==> src/rtl/wb_unit_pkg.sv <==
// Shared definitions for the writeback unit.
//   WB_ADDR_WIDTH : default register index width
//   WB_DATA_WIDTH : default result data width
//   src_sel_t     : which result source is accepted in a cycle
package wb_unit_pkg;

  localparam int unsigned WB_ADDR_WIDTH = 5;
  localparam int unsigned WB_DATA_WIDTH = 32;

  typedef enum logic [1:0] {
    SRC_NONE,
    SRC_EXU,
    SRC_LSU
  } src_sel_t;

endpackage

==> src/rtl/wb_unit_scoreboard.sv <==
// wb_scoreboard: one busy bit per architectural register (bit 0 hardwired 0).
// Ports:
//   clk, rst_n          clock, asynchronous active-low reset
//   set_req/set_idx     request to mark set_idx pending
//   set_ready           set_idx may be marked this cycle (WAW stall otherwise)
//   clr_en/clr_idx      write retiring to clr_idx this cycle
//   q1_idx/q2_idx       query indices
//   q1_busy/q2_busy     pending status of the queried indices
module wb_scoreboard
  import wb_unit_pkg::*;
#(
  parameter int unsigned ADDR_WIDTH = WB_ADDR_WIDTH
) (
  input  logic                  clk,
  input  logic                  rst_n,
  input  logic                  set_req,
  input  logic [ADDR_WIDTH-1:0] set_idx,
  output logic                  set_ready,
  input  logic                  clr_en,
  input  logic [ADDR_WIDTH-1:0] clr_idx,
  input  logic [ADDR_WIDTH-1:0] q1_idx,
  input  logic [ADDR_WIDTH-1:0] q2_idx,
  output logic                  q1_busy,
  output logic                  q2_busy
);

  localparam int unsigned DEPTH = 1 << ADDR_WIDTH;

  logic [DEPTH-1:0] busy;
  logic [DEPTH-1:0] busy_next;
  logic             clr_hit;

  // A retiring write to the same index blocks reissue for this cycle, so the
  // clear can never collide with a fresh set.
  assign clr_hit   = clr_en && (clr_idx == set_idx);
  assign set_ready = (set_idx == '0) || (!busy[set_idx] && !clr_hit);

  always_comb begin
    busy_next = busy;
    if (set_req && set_ready) begin
      busy_next[set_idx] = 1'b1;
    end
    if (clr_en) begin
      busy_next[clr_idx] = 1'b0;
    end
    busy_next[0] = 1'b0;
  end

  always_ff @(posedge clk or negedge rst_n) begin
    if (!rst_n) begin
      busy <= '0;
    end else begin
      busy <= busy_next;
    end
  end

  assign q1_busy = busy[q1_idx];
  assign q2_busy = busy[q2_idx];

endmodule

==> src/rtl/wb_unit.sv <==
// wb_unit: arbitrates ALU and load results onto a single registered register
// file write port and tracks outstanding destinations in a scoreboard.
// Ports:
//   clk, rst_n                     clock, asynchronous active-low reset
//   exu_valid/exu_ready/rd/data    ALU result handshake (loses to LSU)
//   lsu_valid/lsu_ready/rd/data    load result handshake (always ready)
//   iss_valid/iss_ready/iss_rd     issue marking a destination pending
//   rs1/rs2 -> rs1_busy/rs2_busy   source pending status
//   rf_wen/rf_waddr/rf_wdata       registered write port
// Optional (macro WB_BYPASS_EN): rs1_byp/rs2_byp, rs1_bdata/rs2_bdata forward
// the value currently on the write port when it targets a queried source.
module wb_unit
  import wb_unit_pkg::*;
#(
  parameter int unsigned ADDR_WIDTH = WB_ADDR_WIDTH,
  parameter int unsigned DATA_WIDTH = WB_DATA_WIDTH
) (
  input  logic                  clk,
  input  logic                  rst_n,
  input  logic                  exu_valid,
  output logic                  exu_ready,
  input  logic [ADDR_WIDTH-1:0] exu_rd,
  input  logic [DATA_WIDTH-1:0] exu_data,
  input  logic                  lsu_valid,
  output logic                  lsu_ready,
  input  logic [ADDR_WIDTH-1:0] lsu_rd,
  input  logic [DATA_WIDTH-1:0] lsu_data,
  input  logic                  iss_valid,
  output logic                  iss_ready,
  input  logic [ADDR_WIDTH-1:0] iss_rd,
  input  logic [ADDR_WIDTH-1:0] rs1,
  input  logic [ADDR_WIDTH-1:0] rs2,
  output logic                  rs1_busy,
  output logic                  rs2_busy,
`ifdef WB_BYPASS_EN
  output logic                  rs1_byp,
  output logic                  rs2_byp,
  output logic [DATA_WIDTH-1:0] rs1_bdata,
  output logic [DATA_WIDTH-1:0] rs2_bdata,
`endif
  output logic                  rf_wen,
  output logic [ADDR_WIDTH-1:0] rf_waddr,
  output logic [DATA_WIDTH-1:0] rf_wdata
);

  src_sel_t              src;
  logic [ADDR_WIDTH-1:0] acc_rd;
  logic [DATA_WIDTH-1:0] acc_data;
  logic                  q1_busy;
  logic                  q2_busy;

  assign lsu_ready = 1'b1;
  assign exu_ready = !lsu_valid;

  always_comb begin
    src      = SRC_NONE;
    acc_rd   = '0;
    acc_data = '0;
    if (lsu_valid) begin
      src      = SRC_LSU;
      acc_rd   = lsu_rd;
      acc_data = lsu_data;
    end else if (exu_valid) begin
      src      = SRC_EXU;
      acc_rd   = exu_rd;
      acc_data = exu_data;
    end
  end

  // rd=0 results are consumed but never raise the write enable.
  always_ff @(posedge clk or negedge rst_n) begin
    if (!rst_n) begin
      rf_wen   <= 1'b0;
      rf_waddr <= '0;
      rf_wdata <= '0;
    end else begin
      rf_wen <= (src != SRC_NONE) && (acc_rd != '0);
      if (src != SRC_NONE) begin
        rf_waddr <= acc_rd;
        rf_wdata <= acc_data;
      end
    end
  end

  wb_scoreboard #(
    .ADDR_WIDTH(ADDR_WIDTH)
  ) u_scoreboard (
    .clk      (clk),
    .rst_n    (rst_n),
    .set_req  (iss_valid),
    .set_idx  (iss_rd),
    .set_ready(iss_ready),
    .clr_en   (rf_wen),
    .clr_idx  (rf_waddr),
    .q1_idx   (rs1),
    .q2_idx   (rs2),
    .q1_busy  (q1_busy),
    .q2_busy  (q2_busy)
  );

`ifdef WB_BYPASS_EN
  logic hit1;
  logic hit2;

  // rf_wen already implies rf_waddr != 0, so index 0 can never forward.
  assign hit1      = rf_wen && (rf_waddr == rs1);
  assign hit2      = rf_wen && (rf_waddr == rs2);
  assign rs1_byp   = hit1;
  assign rs2_byp   = hit2;
  assign rs1_bdata = hit1 ? rf_wdata : '0;
  assign rs2_bdata = hit2 ? rf_wdata : '0;
  assign rs1_busy  = q1_busy && !hit1;
  assign rs2_busy  = q2_busy && !hit2;
`else
  assign rs1_busy = q1_busy;
  assign rs2_busy = q2_busy;
`endif

endmodule

==> config.mk <==
export PLATFORM = sky130hd
export DESIGN_NAME = wb_unit
export DESIGN_NICKNAME = d
export VERILOG_FILES = /design/src/rtl/wb_unit_pkg.sv /design/src/rtl/wb_unit_scoreboard.sv /design/src/rtl/wb_unit.sv
export SDC_FILE = /design/constraint.sdc
export NUM_CORES = 1
export LEC_CHECK = 0
export CELL_PAD_IN_SITES_DETAIL_PLACEMENT = 1
export CELL_PAD_IN_SITES_GLOBAL_PLACEMENT = 1
export CORE_MARGIN = 2
export CORE_UTILIZATION = 37
export CTS_BUF_LIST = sky130_fd_sc_hd__clkbuf_16
export DETAILED_ROUTE_END_ITERATION = 12
export GPL_ROUTABILITY_DRIVEN = 1
export PLACE_DENSITY_LB_ADDON = 0.1
export REMOVE_ABC_BUFFERS = 1
export SLEW_MARGIN = 15
export SYNTH_ARGS = -nofsm -noshare
export SYNTH_HDL_FRONTEND = slang
export SYNTH_SLANG_ARGS = --single-unit
==> constraint.sdc <==
create_clock -name clk -period 4.8 [get_ports clk]
set_input_delay 0.96 -clock clk [delete_from_list [all_inputs] [get_ports clk]]
set_output_delay 0.96 -clock clk [all_outputs]
set_load 0.005 [all_outputs]
==> metrics, run 1 <==
status finished clean; Post-DP HPWL 9920 µm; worst clock skew 3.58 ps; wire per inst 20.6 µm; RR Endpoint u_scoreboard.busy[29]; switching power roughly 0.63 mW; post-CTS setup buffers 0; Hold Path Depth 2; worst flop-to-flop path startpoint rf_waddr[3]; Post-synth top cells dfrtp_1, a21oi_1, nand2_1; Syn Area/Cell 10.3 µm²; Highest Clock Rate 222 MHz; Gate power share 27.4%; minimum clock period after layout 4510 ps; Max Slew Vio Count 0; layout cells sized above 1 9.71%; area share of the largest cell type after synthesis 42.9%; Cell Pwr Density 359 nW/µm²; GRT Total Usage 24.4%; CP max stage cell clkdlybuf4s50_1; wire length on met3 1370 µm; antenna viol nets, final 0; GRT Residual Overflow 0; reg2reg path depth 6; Placer Congestion ~0.95; Worst EP required 3840 ps; Clock Latency Late Sink about 330 ps; cell family with most CP delay multiplexers; Seq pwr share 42.2%; final instance area 5730 µm²; core area 10,700 µm²; Tightest Pin Transition between 1000 and 1500 ps; top-count cell post-synth dfrtp_1; Peak VDD IR 0.138 mV; Clock power frac 30.4%; Metal-1 WL about 5500 µm; total CTS buffers 9; Max Used Layer met4; Worst Setup End Kind primary output; initial antenna violation count 0; Tcrit/Tclk final 94.0%; DIE AREA roughly 12,000 µm²; Max stage delay on crit path ~820 ps; Switching Share 30.5%; Post-Syn Area roughly 4000 µm²; I/O pin total 137; CP Buf/Inv Count 2; Final Hold Fails 0; Max Cap Viol 0; Hold WC Path Type register to register; initial core utilization a little under two fifths; post-synthesis async set-or-reset flop share 100%; cts hold-fix bufs 0; port bufs 135; Cells after Synth between 300 and 400; die width 108 µm; post-CTS sizing 0; largest net degree at the start of global routing 77; CTS tree done; detailed-route via count 3,694; crit path launch type primary input; Crit Path Max Fanout 9; Met2 Wirelength 6360 µm; first-pass iteration count of the detailed router 4; Yosys warnings 0; Worst-path clk slew approximately 50 ps; Leak Pwr 2.39 nW; worst hold path endpoint rf_wdata[11]; Setup TNS 0 ps; sequential area share after synthesis 42.9%; Top FF cell, synth dfrtp_1; CTS Sinks just under 70; Area contributors post-synth dfrtp_1, mux4_2, mux2i_1; count of different cell masters after synthesis between 40 and 50; DIE HEIGHT 108 µm; vias in the first global route 4,036; crit-path cells clkdlybuf4s50_1 -> mux4_2 -> mux4_2 -> mux2_2 -> clkdlybuf4s50_1; drt via density roughly 5.6; DRC viols 0; CTS H-tree depth 3; diode count 0; hold path start rf_wdata[11]; DP Area 5440 µm²; CTS Root Cell clkbuf_16; Setup Crit Path Kind primary input to primary output; clock buffer depth 2; dominant cell type by area after synthesis dfrtp_1; Total Wirelength 13,500 µm; RSZ-0062 raised after global routing false; Reg2Reg Setup Slack 2780 ps; global-route wire length before repair 21,700 µm; Synth-to-Final Area Change 42.4%; nets about 610; Setup-failing EPs final 0; Crit path arrival time roughly 3600 ps; number of flops mapped to enable cells by yosys 0; P_int roughly 1.4 mW; Rows 38; relative slew slack 18.3%; DRT iter0 DRCs around 130; register bit total from synthesis 69
==> worst max-delay path by stage <==
stage	startpoint	slack (ps)	to	cells past startpoint
floorplan	rs1[0]	1690	rs1_busy	3
global placement	rs1[0]	320	rs1_busy	5
detailed placement	rs1[0]	260	rs1_busy	5
CTS	rs1[0]	260	rs1_busy	5
global route	rs1[0]	150	rs1_busy	5
finish	rs1[0]	290	rs1_busy	5
==> cell families (layout without fill, tap and decap cells) <==
| logic type | Yosys count | in the layout | synth area share (%) |
|---|---|---|---|
| compound gates | 118 | 118 | 16.1 |
| other cells | 1 | 1 | 0.0932 |
| buf+inv | 34 | 158 | 3.76 |
| xor+xnor | 5 | 5 | 1.09 |
| simple gates | 93 | 93 | 11.5 |
| flops | 69 | 69 | 42.9 |
| mux | 71 | 71 | 24.6 |
==> registers in the layout (all words and copies together), names as in the netlist <==
signal,flops
rf_wen,1
rf_waddr,5
u_scoreboard.busy,31
rf_wdata,32
==> metrics by stage <==
| stage | power (mW) | utilization, % | worst slack, ps | cells | hold WS [ps] |
|---|---|---|---|---|---|
| 2_1_floorplan | 1.09 | - | 1690 | 358 | 518 |
| 3_3_place_gp | 1.41 | 50.6 | 319 | 640 | 544 |
| 3_5_place_dp | 1.43 | 50.6 | 263 | 640 | 563 |
| 4_1_cts | 2.07 | 53.2 | 257 | 654 | 579 |
| 5_1_grt | 2.16 | 53.3 | 155 | 655 | 615 |
| 6_report | 2.06 | 53.3 | 290 | 655 | 566 |
==> cell type report <==
| cell class | instances | area, µm² |
|---|---|---|
| Sequential cell | 69 | 1730 |
| Inverter | 1 | 3.75 |
| Multi-Input combinational cell | 288 | 2150 |
| Clock buffer | 9 | 225 |
| Fill cell | 1217 | 5010 |
| Tap cell | 140 | 175 |
| Clock inverter | 5 | 45.0 |
| Timing Repair Buffer | 143 | 1410 |
==> power by group through the flow <==
| stage | Combinational (mW) | Sequential (mW) | Clock (mW) |
|---|---|---|---|
| finish | 0.564 | 0.867 | 0.625 |
| detailed placement | 0.565 | 0.868 | 0 |
| global placement | 0.544 | 0.865 | 0 |
| CTS | 0.567 | 0.860 | 0.643 |
| global route | 0.623 | 0.876 | 0.664 |
| floorplan | 0.304 | 0.786 | 0 |
==> per-layer routing <==
metal / vias up / global-route usage [%]
met3: 24 / 9.40
met4: 0 / 8.33
met1: 1831 / 29.9
li1: 1686 / -
met2: 153 / 39.6
met5: - / 0
==> cells in the final DEF, fill, tap and decap left out, types with 2 or more instances in the layout <==
cell type / Yosys / layout
clkdlybuf4s50_1: 0 / 132
mux2i_1: 46 / 46
and3b_1: 3 / 3
mux4_2: 22 / 22
buf_4: 1 / 7
nor3_1: 2 / 2
inv_1: 1 / 2
dfrtp_1: 69 / 69
o21ai_0: 41 / 41
or4_1: 2 / 2
mux2_2: 3 / 3
nor2_1: 14 / 14
nand2b_1: 4 / 4
and3_1: 4 / 4
buf_2: 10 / 3
clkinv_1: 0 / 3
a31oi_1: 8 / 8
xor2_1: 4 / 4
clkbuf_16: 0 / 9
nand3b_1: 2 / 2
nor3b_1: 6 / 6
a21oi_1: 54 / 54
a41oi_1: 7 / 7
nand2_1: 47 / 47
and2_1: 2 / 2
==> worst reg2reg max path, stage by stage (launching register included) <==
cell     delay, ps
dfrtp_1        660
xor2_1         190
nor4_4         430
nand2_1        120
buf_4          210
a41oi_1        200
a21oi_1         60
No activity file was read; power rests on OpenSTA's default activity.
==> run 2: changes to the inputs <==
--- a/config.mk
+++ b/config.mk
@@ -8,9 +8,10 @@
 export CELL_PAD_IN_SITES_DETAIL_PLACEMENT = 1
 export CELL_PAD_IN_SITES_GLOBAL_PLACEMENT = 1
 export CORE_MARGIN = 2
-export CORE_UTILIZATION = 37
+export CORE_UTILIZATION = 50
 export CTS_BUF_LIST = sky130_fd_sc_hd__clkbuf_16
 export DETAILED_ROUTE_END_ITERATION = 12
+export DONT_BUFFER_PORTS = 1
 export GPL_ROUTABILITY_DRIVEN = 1
 export PLACE_DENSITY_LB_ADDON = 0.1
 export REMOVE_ABC_BUFFERS = 1
==> run 2 against run 1 <==
Effect of this change:
- power fell by 7.2%
- worst setup slack improved by 1200 ps
- die area fell by 25%
- non-clock buffer count fell by 143
- combinational power fell by 35%
- flip-flop and latch count did not move
==> metrics, run 2 (synthesis gave the netlist of run 1 again) <==
Setup TNS 0 ps (unchanged); Setup-failing EPs final 0 (unchanged); initial core utilization 51.8% (was 37.5%); post-CTS setup buffers 0 (unchanged); initial antenna violation count 0 (unchanged); port bufs 0 (was 135); Tcrit/Tclk final 69.7% (was 94.0%); Peak VDD IR 0.198 mV (was 0.138 mV); Max stage delay on crit path 690 ps (was 820 ps); Crit Path Max Fanout 16 (was 9); hold_ws 333 ps (was 566 ps); DIE HEIGHT 93.7 µm (was 108 µm); die width 93.7 µm (was 108 µm); Reg with most FFs rf_wdata (unchanged); CTS H-tree depth 3 (unchanged); worst clock skew 6.76 ps (was 3.58 ps); layout cells sized above 1 11.8% (was 9.71%); commonest non-fill, non-tap cell in the layout dfrtp_1 (was clkdlybuf4s50_1); wire per inst 24.9 µm (was 20.6 µm); final instance area 4310 µm² (was 5730 µm²); Max Slew Vio Count 0 (unchanged); relative slew slack 26.4% (was 18.3%); diode count 0 (unchanged); max reg flops 32 (unchanged); DIE AREA 8780 µm² (was 11,700 µm²); Clock Latency Late Sink 330 ps (about the same); global-route wire length before repair 18,700 µm (was 21,700 µm); Total Wirelength 11,900 µm (was 13,500 µm); post-CTS sizing 0 (unchanged); Synth-to-Final Area Change 6.96% (was 42.4%); CTS Root Cell clkbuf_16 (unchanged); DP Area 4010 µm² (was 5440 µm²); reg2reg path depth 5 (was 6); Place WS 1570 ps (was 263 ps); drt via density 6.81 (was 5.64); core area 7770 µm² (was 10,700 µm²); CP max stage cell dfrtp_1 (was clkdlybuf4s50_1); status finished clean (unchanged); final worst slack 1450 ps (was 290 ps); cell family with most CP delay simple AND/OR/NAND/NOR gates (was multiplexers); crit path launch type register (was primary input); CTS Sinks 69 (unchanged); antenna viol nets, final 0 (unchanged); I/O pin total 137 (unchanged); DRC viols 0 (unchanged); Max Cap Viol 0 (unchanged); worst flop-to-flop path startpoint rf_waddr[3] (unchanged); most frequent cells in the layout dfrtp_1, a21oi_1, nand2_1 (was clkdlybuf4s50_1, dfrtp_1, a21oi_1); Reg2Reg Setup Slack 2430 ps (was 2780 ps); GRT Total Usage 28.2% (was 24.4%); Post-DP HPWL 8600 µm (was 9920 µm); DRT iter0 DRCs 160 (was 129); dpl cells 460 (was 640); Tightest Pin Transition 1100 ps (was 1220 ps); Rows 32 (was 38); first-pass iteration count of the detailed router 5 (was 4); Core Util, Final 55.4% (was 53.3%); cts hold-fix bufs 0 (unchanged); Setup Crit Path Kind register to primary output (was primary input to primary output); RSZ-0062 raised after global routing false (unchanged); clock buffer depth 2 (unchanged); Tot Pwr 1.91 mW (was 2.06 mW); total CTS buffers 9 (unchanged); vias in the first global route 3,541 (was 4,036); detailed-route via count 3,242 (was 3,694); Worst Setup End Kind primary output (unchanged); GRT Residual Overflow 0 (unchanged); Leak Pwr 1.83 nW (was 2.39 nW); Worst-path clk slew 60 ps (was 50 ps); Final Hold Fails 0 (unchanged); area of the multi-input gates 2150 µm² (unchanged); Placer Congestion 0.956 (was 0.953); largest net degree at the start of global routing 78 (was 77); # fillers 852 (was 1,217); nets 463 (was 606); Highest Clock Rate 299 MHz (was 222 MHz); Largest regs rf_wdata: 32 flops, u_scoreboard.busy: 31 flops, rf_waddr: 5 flops (unchanged); Worst EP required 3840 ps (about the same); Reg area 1730 µm² (unchanged); RR Endpoint u_scoreboard.busy[20] (was u_scoreboard.busy[29]); Hold WC Path Type primary input to async pin (was register to register); crit-path cells xor2_1 -> nor4_4 -> nand2_1 -> nand2_1 -> o21ai_0 (was clkdlybuf4s50_1 -> mux4_2 -> mux4_2 -> mux2_2 -> clkdlybuf4s50_1); CP Buf/Inv Count 0 (was 2); most frequent CP cell nand2_1; Cell Pwr Density 443 nW/µm² (was 359 nW/µm²); CTS tree done (unchanged); Post-Layout Cell Count 476 (was 655); minimum clock period after layout 3350 ps (was 4510 ps); Crit path arrival time 2390 ps (was 3550 ps)
run 2: cell count changes in the layout (fill, tap and decap cells not counted):
| cell | delta |
|---|---|
| clkdlybuf4s50_1 | -132 |
| buf_4 | -7 |
| buf_2 | -3 |
| clkinv_1 | -3 |
| clkinvlp_4 | +2 |
| inv_6 | +2 |
| buf_12 | -1 |
| clkinv_4 | +1 |
run 2: power by group:
group	total, mW	leakage (nW)	switching [mW]	internal (mW)
Clock	0.662	0.144	0.257	0.405
Combinational	0.368	0.838	0.155	0.214
Sequential	0.878	0.849	0.182	0.696
run 2: metal layers:
| layer | global-route usage [%] | wire length, µm | vias to the layer above |
|---|---|---|---|
| met4 | 12.0 | 425 | 0 |
| li1 | - | - | 1406 |
| met1 | 35.5 | 4520 | 1597 |
| met2 | 45.8 | 5690 | 206 |
| met3 | 8.11 | 1230 | 33 |
| met5 | 0 | 0 | - |
run 2: area by class of cell:
| cell class | count | area share [%] |
|---|---|---|
| multi-input cells | 288 | 49.9 |
| flip-flops and latches | 69 | 40.1 |
| clock buffers | 9 | 5.23 |
| well taps | 102 | 2.96 |
| clock inverters | 7 | 1.74 |
| inverters | 1 | 0.0872 |
run 2: how the worst max path moves through the flow:
stage,cells after the start,startpoint,end
2_1_floorplan,3,rs1[0],rs1_busy
3_5_place_dp,5,iss_rd[1],iss_ready
5_1_grt,5,rf_waddr[3],iss_ready
4_1_cts,5,rf_waddr[3],iss_ready
3_3_place_gp,5,iss_rd[1],iss_ready
6_report,5,rf_waddr[3],iss_ready
==> run 3: changes to the inputs <==
--- a/config.mk
+++ b/config.mk
@@ -8,7 +8,7 @@
 export CELL_PAD_IN_SITES_DETAIL_PLACEMENT = 1
 export CELL_PAD_IN_SITES_GLOBAL_PLACEMENT = 1
 export CORE_MARGIN = 2
-export CORE_UTILIZATION = 50
+export CORE_UTILIZATION = 48
 export CTS_BUF_LIST = sky130_fd_sc_hd__clkbuf_16
 export DETAILED_ROUTE_END_ITERATION = 12
 export DONT_BUFFER_PORTS = 1
==> constraint.sdc (replaced) <==
create_clock -name clk -period 3.4 [get_ports clk]
set_input_delay 0.68 -clock clk [delete_from_list [all_inputs] [get_ports clk]]
set_output_delay 0.68 -clock clk [all_outputs]
set_load 0.005 [all_outputs]
==> run 3 against run 2 <==
Effect of this change:
- clock-buffer cell count did not move
- first-iteration DRC count increased by 5.6%
- wire length up 2.0%
- sequential share of layout area fell by 0.45 points
- critical path depth decreased by 2
- global-route usage is 0.27 points lower
- combinational power grew 45%
- register-to-register slack worse by 970 ps
- final cell count rose by 1.5%
- power rose by 45%
- worst hold slack got worse by 290 ps
- critical path type unchanged
==> metrics, run 3 (synthesis gave the netlist of run 1 again) <==
Setup TNS 0 ps (unchanged); Peak VDD IR 0.248 mV (was 0.198 mV); Highest Clock Rate ~370 MHz; Crit Path Max Fanout 4 (was 16); CTS H-tree depth 3 (unchanged); dpl cells 467 (was 460); initial core utilization 49.2% (was 51.8%); relative slew slack 23.7% (was 26.4%); crit path launch type register (unchanged); Tightest Pin Transition 1140 ps (was 1100 ps); final instance area 4350 µm² (was 4310 µm²); Post-DP HPWL 8790 µm (was 8600 µm); Placer Congestion 0.980 (was 0.956); core area 8180 µm² (was 7770 µm²); Leak Pwr 1.86 nW (was 1.83 nW); global-route wire length before repair 18,600 µm (was 18,700 µm); post-CTS setup buffers 0 (unchanged); detailed-route via count 3,197 (was 3,242); Rows 33 (was 32); worst clock skew 7.16 ps (was 6.76 ps); Final Hold Fails 0 (unchanged); Post-Layout Cell Count 483 (was 476); nets 467 (was 463); layout cells sized above 1 12.7% (was 11.8%); Worst Setup End Kind primary output (unchanged); # fillers 893 (was 852); antenna viol nets, final 0 (unchanged); Worst-path clk slew 60 ps (about the same); I/O pin total 137 (unchanged); most frequent cells in the layout dfrtp_1, a21oi_1, nand2_1 (unchanged); diode count 0 (unchanged); DRT iter0 DRCs 169 (was 160); Worst EP required 2720 ps (was 3840 ps); max reg flops 32 (unchanged); Largest regs rf_wdata: 32 flops, u_scoreboard.busy: 31 flops, rf_waddr: 5 flops (unchanged); largest net degree at the start of global routing 78 (unchanged); wire per inst 25.1 µm (was 24.9 µm); clock buffer depth 2 (unchanged); reg2reg path depth 5 (unchanged); vias in the first global route 3,398 (was 3,541); post-CTS sizing 0 (unchanged); minimum clock period after layout approximately 2700 ps; die width 95.6 µm (was 93.7 µm); DP Area 4040 µm² (was 4010 µm²); port bufs 0 (unchanged); GRT Total Usage 28.0% (was 28.2%); Cell Pwr Density 634 nW/µm² (was 443 nW/µm²); Setup-failing EPs final 0 (unchanged); CTS Sinks 69 (unchanged); commonest non-fill, non-tap cell in the layout dfrtp_1 (unchanged); Total Wirelength 12,100 µm (was 11,900 µm); cts hold-fix bufs 0 (unchanged); RSZ-0062 raised after global routing false (unchanged); Crit path arrival time 2060 ps (was 2390 ps); Hold WC Path Type primary input to async pin (unchanged); Max Slew Vio Count 0 (unchanged); Clock Latency Late Sink 340 ps (was 330 ps); Setup Crit Path Kind register to primary output (unchanged); Tcrit/Tclk final 80.5%; Max Cap Viol 0 (unchanged); CTS Root Cell clkbuf_16 (unchanged); first-pass iteration count of the detailed router 4 (was 5); DIE HEIGHT 95.6 µm (was 93.7 µm); total CTS buffers 9 (unchanged); GRT Residual Overflow 0 (unchanged); Synth-to-Final Area Change 8.18% (was 6.96%); drt via density 6.62 (was 6.81); initial antenna violation count 0 (unchanged); DRC viols 0 (unchanged); Reg with most FFs rf_wdata (unchanged); Tot Pwr 2.76 mW (was 1.91 mW); status finished clean (unchanged); DIE AREA 9130 µm² (was 8780 µm²); CTS tree done (unchanged); Reg2Reg Setup Slack 1460 ps (was 2430 ps)
run 3: cell count changes in the layout (fill, tap and decap cells not counted):
cell,before,now
clkinv_2,0,2
clkinv_1,0,1
inv_1,2,1
clkinvlp_4,2,1
bufinv_16,1,2
inv_6,2,0
buf_4,0,4
run 3: path summary, 6_finish.rpt:
check | from | to
min | rst_n | u_scoreboard.busy[17]
max in group asynchronous | rst_n | u_scoreboard.busy[26]
max | u_scoreboard.busy[15] | rs2_busy
min reg2reg | rf_wdata[21] | rf_wdata[21]
max reg2reg | u_scoreboard.busy[15] | u_scoreboard.busy[13]
min in group clk | lsu_valid | rf_wdata[6]
run 3: routing by layer:
layer / vias up / part of all wire (%) / GRT usage, %
li1: 1413 / - / -
met5: - / 0 / 0
met3: 26 / 11 / 7.19
met2: 204 / 48 / 45.6
met1: 1554 / 39 / 36.0
met4: 0 / 2.4 / 10.5
run 3: final cells by class:
| cell class | count | area, µm² | area share, % |
|---|---|---|---|
| clock buffers | 9 | 225 | 5.17 |
| clock inverters | 7 | 90.1 | 2.07 |
| inverters | 1 | 3.75 | 0.0862 |
| multi-input cells | 288 | 2150 | 49.3 |
| flip-flops and latches | 69 | 1730 | 39.7 |
| well taps | 105 | 131 | 3.02 |
| repair buffers | 4 | 30.0 | 0.690 |
run 3: per-stage QoR:
stage	hold WS (ps)	utilization [%]	setup slack (ps)
2_1_floorplan	384	-	851
3_3_place_gp	387	49.4	826
3_5_place_dp	387	49.4	778
4_1_cts	31.3	53.3	666
5_1_grt	29.8	53.3	643
6_report	40.6	53.3	662
run 3: critical path, stage by stage (launching register included):
cell and delay, ps:
dfrtp_1 460, mux4_2 510, mux4_2 460, mux2_2 290
run 3: report_power, final:
group          switching (mW)  internal, mW
combinational           0.229         0.306
clock                   0.354         0.637
sequential              0.249         0.983
